**src/rtl/z80_idx_mem_seq.sv**
```systemverilog
// z80_idx_mem_seq: multi-cycle sequencer for the Z80 indexed-memory loads and
// stores LD (IX/IY+d),r / LD r,(IX/IY+d) / LD (IX/IY+d),n.
// It forms EA = index + sign-extended d, runs one memory machine cycle that
// stretches on mem_wait in its last T-state, then pulses done with the result.
//
// Handshake: start is sampled only while busy=0 (IDLE). Once accepted, busy
// rises the next cycle and stays high through the single-cycle done pulse.
// start is ignored while busy=1, so a held start re-launches the cycle after done.
`timescale 1ns/1ps

module z80_idx_mem_seq #(
   parameter int ADDR_WIDTH  = 16,
   parameter int ADDR_DELAY  = 5,
   parameter int MEM_TSTATES = 3
) (
   input  logic                  clk,
   input  logic                  reset_n,
   input  logic                  start,
   input  logic [1:0]            mode,
   input  logic                  use_iy,
   input  logic [ADDR_WIDTH-1:0] reg_ix,
   input  logic [ADDR_WIDTH-1:0] reg_iy,
   input  logic [7:0]            disp,
   input  logic [7:0]            src_data,
   input  logic [7:0]            imm,
   output logic                  busy,
   output logic [ADDR_WIDTH-1:0] mem_addr,
   output logic                  mem_rd,
   output logic                  mem_wr,
   output logic [7:0]            mem_wdata,
   input  logic [7:0]            mem_rdata,
   input  logic                  mem_wait,
   output logic                  done,
   output logic                  err,
   output logic                  rd_we,
   output logic [7:0]            rd_data,
   output logic [2:0]            ip_delta
);

   // Operation encodings
   localparam logic [1:0] MODE_ST_REG = 2'd0;
   localparam logic [1:0] MODE_LD_REG = 2'd1;
   localparam logic [1:0] MODE_ST_IMM = 2'd2;
   localparam logic [1:0] MODE_ILLEGAL = 2'd3;

   // FSM states
   localparam logic [1:0] ST_IDLE = 2'd0;
   localparam logic [1:0] ST_ADDR = 2'd1;
   localparam logic [1:0] ST_MEM  = 2'd2;
   localparam logic [1:0] ST_DONE = 2'd3;

   // The ADDR counter counts ADDR_DELAY-1 down to 0; keep it at least one bit
   // wide so the design still elaborates when ADDR_DELAY is 0 or 1.
   localparam int ACW = (ADDR_DELAY > 1) ? $clog2(ADDR_DELAY) : 1;
   localparam int TCW = $clog2(MEM_TSTATES + 1);
   localparam logic [ACW-1:0] ACNT_LOAD  = ACW'((ADDR_DELAY > 0) ? ADDR_DELAY - 1 : 0);
   localparam logic [TCW-1:0] TCNT_FIRST = TCW'(1);
   localparam logic [TCW-1:0] TCNT_LAST  = TCW'(MEM_TSTATES);

   // Current FSM state; kept as a plain named register so checkers can bind to it.
   logic [1:0]            state;
   logic [1:0]            mode_q;
   logic [ADDR_WIDTH-1:0] ea_q;
   logic [7:0]            wdata_q;
   logic [ACW-1:0]        acnt;
   logic [TCW-1:0]        tcnt;

   logic [ADDR_WIDTH-1:0] base_sel;
   logic [ADDR_WIDTH-1:0] disp_ext;
   logic [ADDR_WIDTH-1:0] ea_calc;
   logic [7:0]            wdata_calc;
   logic                  mem_enter;
   logic [1:0]            nxt_mode;
   logic [ADDR_WIDTH-1:0] nxt_ea;
   logic [7:0]            nxt_wdata;

   // IP increment reported with done for each operation.
   function automatic logic [2:0] ip_for(input logic [1:0] m);
      case (m)
         MODE_ST_REG: ip_for = 3'd3;
         MODE_LD_REG: ip_for = 3'd3;
         MODE_ST_IMM: ip_for = 3'd4;
         default:     ip_for = 3'd0;
      endcase
   endfunction

   // Effective address and write data from the live inputs, used only at accept.
   // The sign-extending cast lets the adder wrap naturally modulo 2^ADDR_WIDTH.
   always_comb begin
      base_sel   = use_iy ? reg_iy : reg_ix;
      disp_ext   = ADDR_WIDTH'($signed(disp));
      ea_calc    = base_sel + disp_ext;
      wdata_calc = (mode == MODE_ST_IMM) ? imm : src_data;
   end

   // Detect the edge that moves into MEM, either straight from IDLE when there
   // is no address delay or at the end of the ADDR countdown. In IDLE the live
   // inputs are used because the latches are only being loaded on that edge.
   always_comb begin
      mem_enter = 1'b0;
      nxt_mode  = mode_q;
      nxt_ea    = ea_q;
      nxt_wdata = wdata_q;
      if (state == ST_IDLE) begin
         nxt_mode  = mode;
         nxt_ea    = ea_calc;
         nxt_wdata = wdata_calc;
         mem_enter = start && (mode != MODE_ILLEGAL) && (ADDR_DELAY == 0);
      end else if (state == ST_ADDR) begin
         mem_enter = (acnt == '0);
      end
   end

   // Sequencer: state, latched operands, counters and every registered output.
   always_ff @(posedge clk or negedge reset_n) begin
      if (!reset_n) begin
         state     <= ST_IDLE;
         mode_q    <= MODE_ST_REG;
         ea_q      <= '0;
         wdata_q   <= '0;
         acnt      <= '0;
         tcnt      <= '0;
         busy      <= 1'b0;
         mem_addr  <= '0;
         mem_rd    <= 1'b0;
         mem_wr    <= 1'b0;
         mem_wdata <= '0;
         done      <= 1'b0;
         err       <= 1'b0;
         rd_we     <= 1'b0;
         rd_data   <= '0;
         ip_delta  <= '0;
      end else begin
         // Completion flags are single-cycle pulses unless set below.
         done     <= 1'b0;
         err      <= 1'b0;
         rd_we    <= 1'b0;
         ip_delta <= '0;

         case (state)
            ST_IDLE: begin
               if (start) begin
                  busy    <= 1'b1;
                  mode_q  <= mode;
                  ea_q    <= ea_calc;
                  wdata_q <= wdata_calc;
                  if (mode == MODE_ILLEGAL) begin
                     // Illegal op skips the bus entirely and completes next cycle.
                     state <= ST_DONE;
                     done  <= 1'b1;
                     err   <= 1'b1;
                  end else if (ADDR_DELAY > 0) begin
                     state <= ST_ADDR;
                     acnt  <= ACNT_LOAD;
                  end else begin
                     state <= ST_MEM;
                  end
               end
            end

            ST_ADDR: begin
               if (acnt == '0) begin
                  state <= ST_MEM;
               end else begin
                  acnt <= acnt - 1'b1;
               end
            end

            ST_MEM: begin
               // Only the last T-state looks at mem_wait; earlier ones always advance.
               if (tcnt == TCNT_LAST) begin
                  if (!mem_wait) begin
                     mem_rd   <= 1'b0;
                     mem_wr   <= 1'b0;
                     state    <= ST_DONE;
                     done     <= 1'b1;
                     rd_we    <= (mode_q == MODE_LD_REG);
                     ip_delta <= ip_for(mode_q);
                     if (mode_q == MODE_LD_REG) begin
                        rd_data <= mem_rdata;
                     end
                  end
               end else begin
                  tcnt <= tcnt + 1'b1;
               end
            end

            ST_DONE: begin
               // start is deliberately not looked at here.
               busy  <= 1'b0;
               state <= ST_IDLE;
            end

            default: begin
               busy  <= 1'b0;
               state <= ST_IDLE;
            end
         endcase

         // Strobes and bus address launch from a register, so they are glitch-free
         // and rd/wr are mutually exclusive by construction of nxt_mode.
         if (mem_enter) begin
            tcnt     <= TCNT_FIRST;
            mem_addr <= nxt_ea;
            mem_rd   <= (nxt_mode == MODE_LD_REG);
            mem_wr   <= (nxt_mode != MODE_LD_REG);
            if (nxt_mode != MODE_LD_REG) begin
               mem_wdata <= nxt_wdata;
            end
         end
      end
   end

endmodule

```
**config.mk**
```make
export PLATFORM = sky130hd
export DESIGN_NAME = z80_idx_mem_seq
export DESIGN_NICKNAME = d
export VERILOG_FILES = /design/src/rtl/z80_idx_mem_seq.sv
export SDC_FILE = /design/constraint.sdc
export NUM_CORES = 1
export LEC_CHECK = 0
export CORE_MARGIN = 3
export CORE_UTILIZATION = 52
export CTS_CLUSTER_DIAMETER = 30
export DETAILED_ROUTE_END_ITERATION = 8
export PLACE_DENSITY = 0.87
export SYNTH_ARGS = -nofsm -noshare
export SYNTH_HDL_FRONTEND = slang
export SYNTH_SLANG_ARGS = --single-unit
```
**constraint.sdc**
```tcl
create_clock -name clk -period 3.7 [get_ports clk]
set_clock_uncertainty 0.15 [all_clocks]
set_input_delay 1.11 -clock clk [delete_from_list [all_inputs] [get_ports clk]]
set_output_delay 1.11 -clock clk [all_outputs]
set_load 0.02 [all_outputs]
```
==> impl_metrics.toml <==
[outcome]
status = "finished, final reports clean"

[floorplanning]
die-area_um2 = 8500
fp-row-count = 30
start_util_pct = 55.3
dieHeight_um = 92.2
core_um2 = 6980
die-width_um = 92.2
io_pins = 112

[worst_setup_path]
cp_slowest_cell = "clkdlybuf4s50_1"
crit_required_ns = 3.77
path_buf_inv = 2
r2r_cells = 5
critPathLaunchType = "input pin"
reg2reg_slack_ns = 1.52
worst_path_most_repeated_cell = "o21ai_0"
cp-end-kind = "flip-flop"
cpLargestDelayFamily = "buffers and inverters"
path_cells = "clkdlybuf4s50_1 > mux2_2 > ha_1 > inv_1 > fa_1 > nand2b_1 > a21oi_1 > nor2_1 > o21ai_0 > xnor2_1 > o21ai_0"
cp.depth = 11
critPathKind = "input pin to flip-flop"
arrival_ns = 3.49
slowest_delay_ns = 0.60
critPathMaxFanout = 4

[logic_synthesis]
synthAdderAreaFrac_pct = 7.64
synth_compound_area_share_pct = 11.8
synth_top_cells_by_area = "dfrtp_1 47%, mux2_2 12%, ha_1 7.1%"
syn_nets = 443
yosys-top-cells-count = "73 x dfrtp_1, 41 x mux2_2, 37 x nand2_1"
yosys_warnings = 0
ys_seq_elements = 73
synthSimpleGateAreaFrac_pct = 9.04
synth_top_area_share_pct = 47.3
synth_area_um2 = 3860
synth.mux.area_fraction_pct = 17.7
synthXorXnorAreaFrac_pct = 3.40
ys_seq_area_share_pct = 47.3
ys_async_sr_fraction_pct = 100
netlist_instances = 349
ys_types = 46
synth_top_area_cell = "dfrtp_1"
avgSynthCellArea_um2 = 11.1
synthFlopType = "dfrtp_1"
synth_edf_count = 0
synth_top_family_by_area = "multiplexers"
synth.most_common_cell = "dfrtp_1"

[clock_network]
ctsLongestPathBuffers = 2
clk_latency_ns = 0.34
post_cts_resized = 0
cts_hold_buffers = 0
numCtsBuffers = 9
cts.sinks = 73
clkTransAtPathRegs_ns = 0.07
root_buffer = "clkbuf_8"
cts_setup_buffers = 0
tritoncts = "yes"
cts_max_level = 3

[timing]
slew-limit-headroom_pct = 41.8
tightest_slew_ns = 0.873
min_period_ns = 3.41
slew_violations = 0
hold_viol = 0
grt_setup_unrepaired = "no"
fmax_mhz = 293
timing.setup.tns_ns = 0
setup_viol = 0
fin_crit_sh_pct = 92.2

[power_and_ir_drop]
power_w = 0.00363
leakagePower_nw = 2.45
ir_worst_vdd_mv = 0.272
cellPowerDensity_nw_per_um2 = 665

[run]
drv_cap = 0

[global_routing]
grt_overflow = 0
grt_usage_pct = 21.1
grt_pass1_vias = 3190
antenna_found_initial = 0
grt_pass1_wl_um = 14300
grt_max_degree = 74

[drt]
ant_nets = 0
met3WireLength_um = 463
routedWlPerCell_um = 14.2
vias_per_cell = 5.26
wl_um = 8280
wl_met2_um = 4210
drcViolationCount = 0
drtIter0Drc = 84
top_layer = "met4"
vias = 3060
met1_length_um = 3390
dr.pass1.iters = 4

[placement]
io_buffers = 111
place_congestion = 0.907
place_inst = 566
dpl.hpwl_um = 6470

[layout]
fillers = 457
layout.nets = 575
antennaDiodeCount = 0
fin_cells = 582
drive_above_1_share_pct = 18.9
area_growth_pct = 41.6
final_util_pct = 78.3

[min_path]
holdPathStages = 1
hp-class = "flip-flop to flip-flop"
[state kept, by name, summed over array words and instances (netlist names)]
signal and flops:
acnt 3, busy 1, done 1, ea_q 16
err 1, ip_delta 2, mem_addr 16, mem_rd 1
mem_wdata 8, mem_wr 1, mode_q 2, rd_data 8
rd_we 1, state 2, tcnt 2, wdata_q 8
[placed cells by master, fill, tap and decap left out, types with 13 or more instances in the layout]
cell	n
nor2_1	14
mux2i_1	13
a21oi_1	15
nand2_1	37
ha_1	22
clkdlybuf4s50_1	110
o21ai_0	31
dfrtp_1	73
buf_4	26
mux2_2	41
[layer usage]
layer / global-route usage [%] / up-vias
met5: 0 / -
met4: 10.3 / 0
met3: 4.68 / 17
met2: 36.9 / 87
met1: 24.4 / 1465
li1: - / 1491
[worst paths after layout]
path                            startpoint           to
worst max-delay path                use_iy      ea_q[8]
worst min-delay path             mode_q[0]  ip_delta[2]
worst max register to register    state[0]      ea_q[3]
worst min register to register   mode_q[0]  ip_delta[2]
max in group asynchronous          reset_n   wdata_q[3]
min in group asynchronous          reset_n   wdata_q[1]
[power breakdown]
group,switching [W],leakage [nW],internal (W),total [W]
sequential,0.000182,0.927,0.00113,0.00132
combinational,0.000765,1.40,0.000790,0.00156
clock,0.000295,0.119,0.000468,0.000764
total,0.00124,2.45,0.00239,0.00363
[cell families after synthesis]
logic type | count (synthesis)
buf+inv | 26
flops | 73
xor+xnor | 15
simple gates | 75
compound gates | 75
fa+ha+maj | 23
mux | 62
[through the flow]
stage | setup WS, ns | hold WS, ns | instance area, um2
2_1_floorplan | 0.347 | 0.275 | 3860
3_3_place_gp | -0.0124 | 0.292 | 5220
3_5_place_dp | -0.0679 | 0.300 | 5220
4_1_cts | 0.301 | 0.309 | 5470
5_1_grt | 0.0980 | 0.325 | 5470
6_report | 0.287 | 0.310 | 5470
[final cells by class]
class | count | area [um2] | area share (%)
Clock buffer | 10 | 138 | 2.52
Multi-Input combinational cell | 250 | 1920 | 35.0
Clock inverter | 6 | 114 | 2.08
Tap cell | 96 | 120 | 2.20
Timing Repair Buffer | 137 | 1320 | 24.1
Inverter | 10 | 37.5 | 0.686
Sequential cell | 73 | 1830 | 33.4
(Power assumes the default switching activity.)
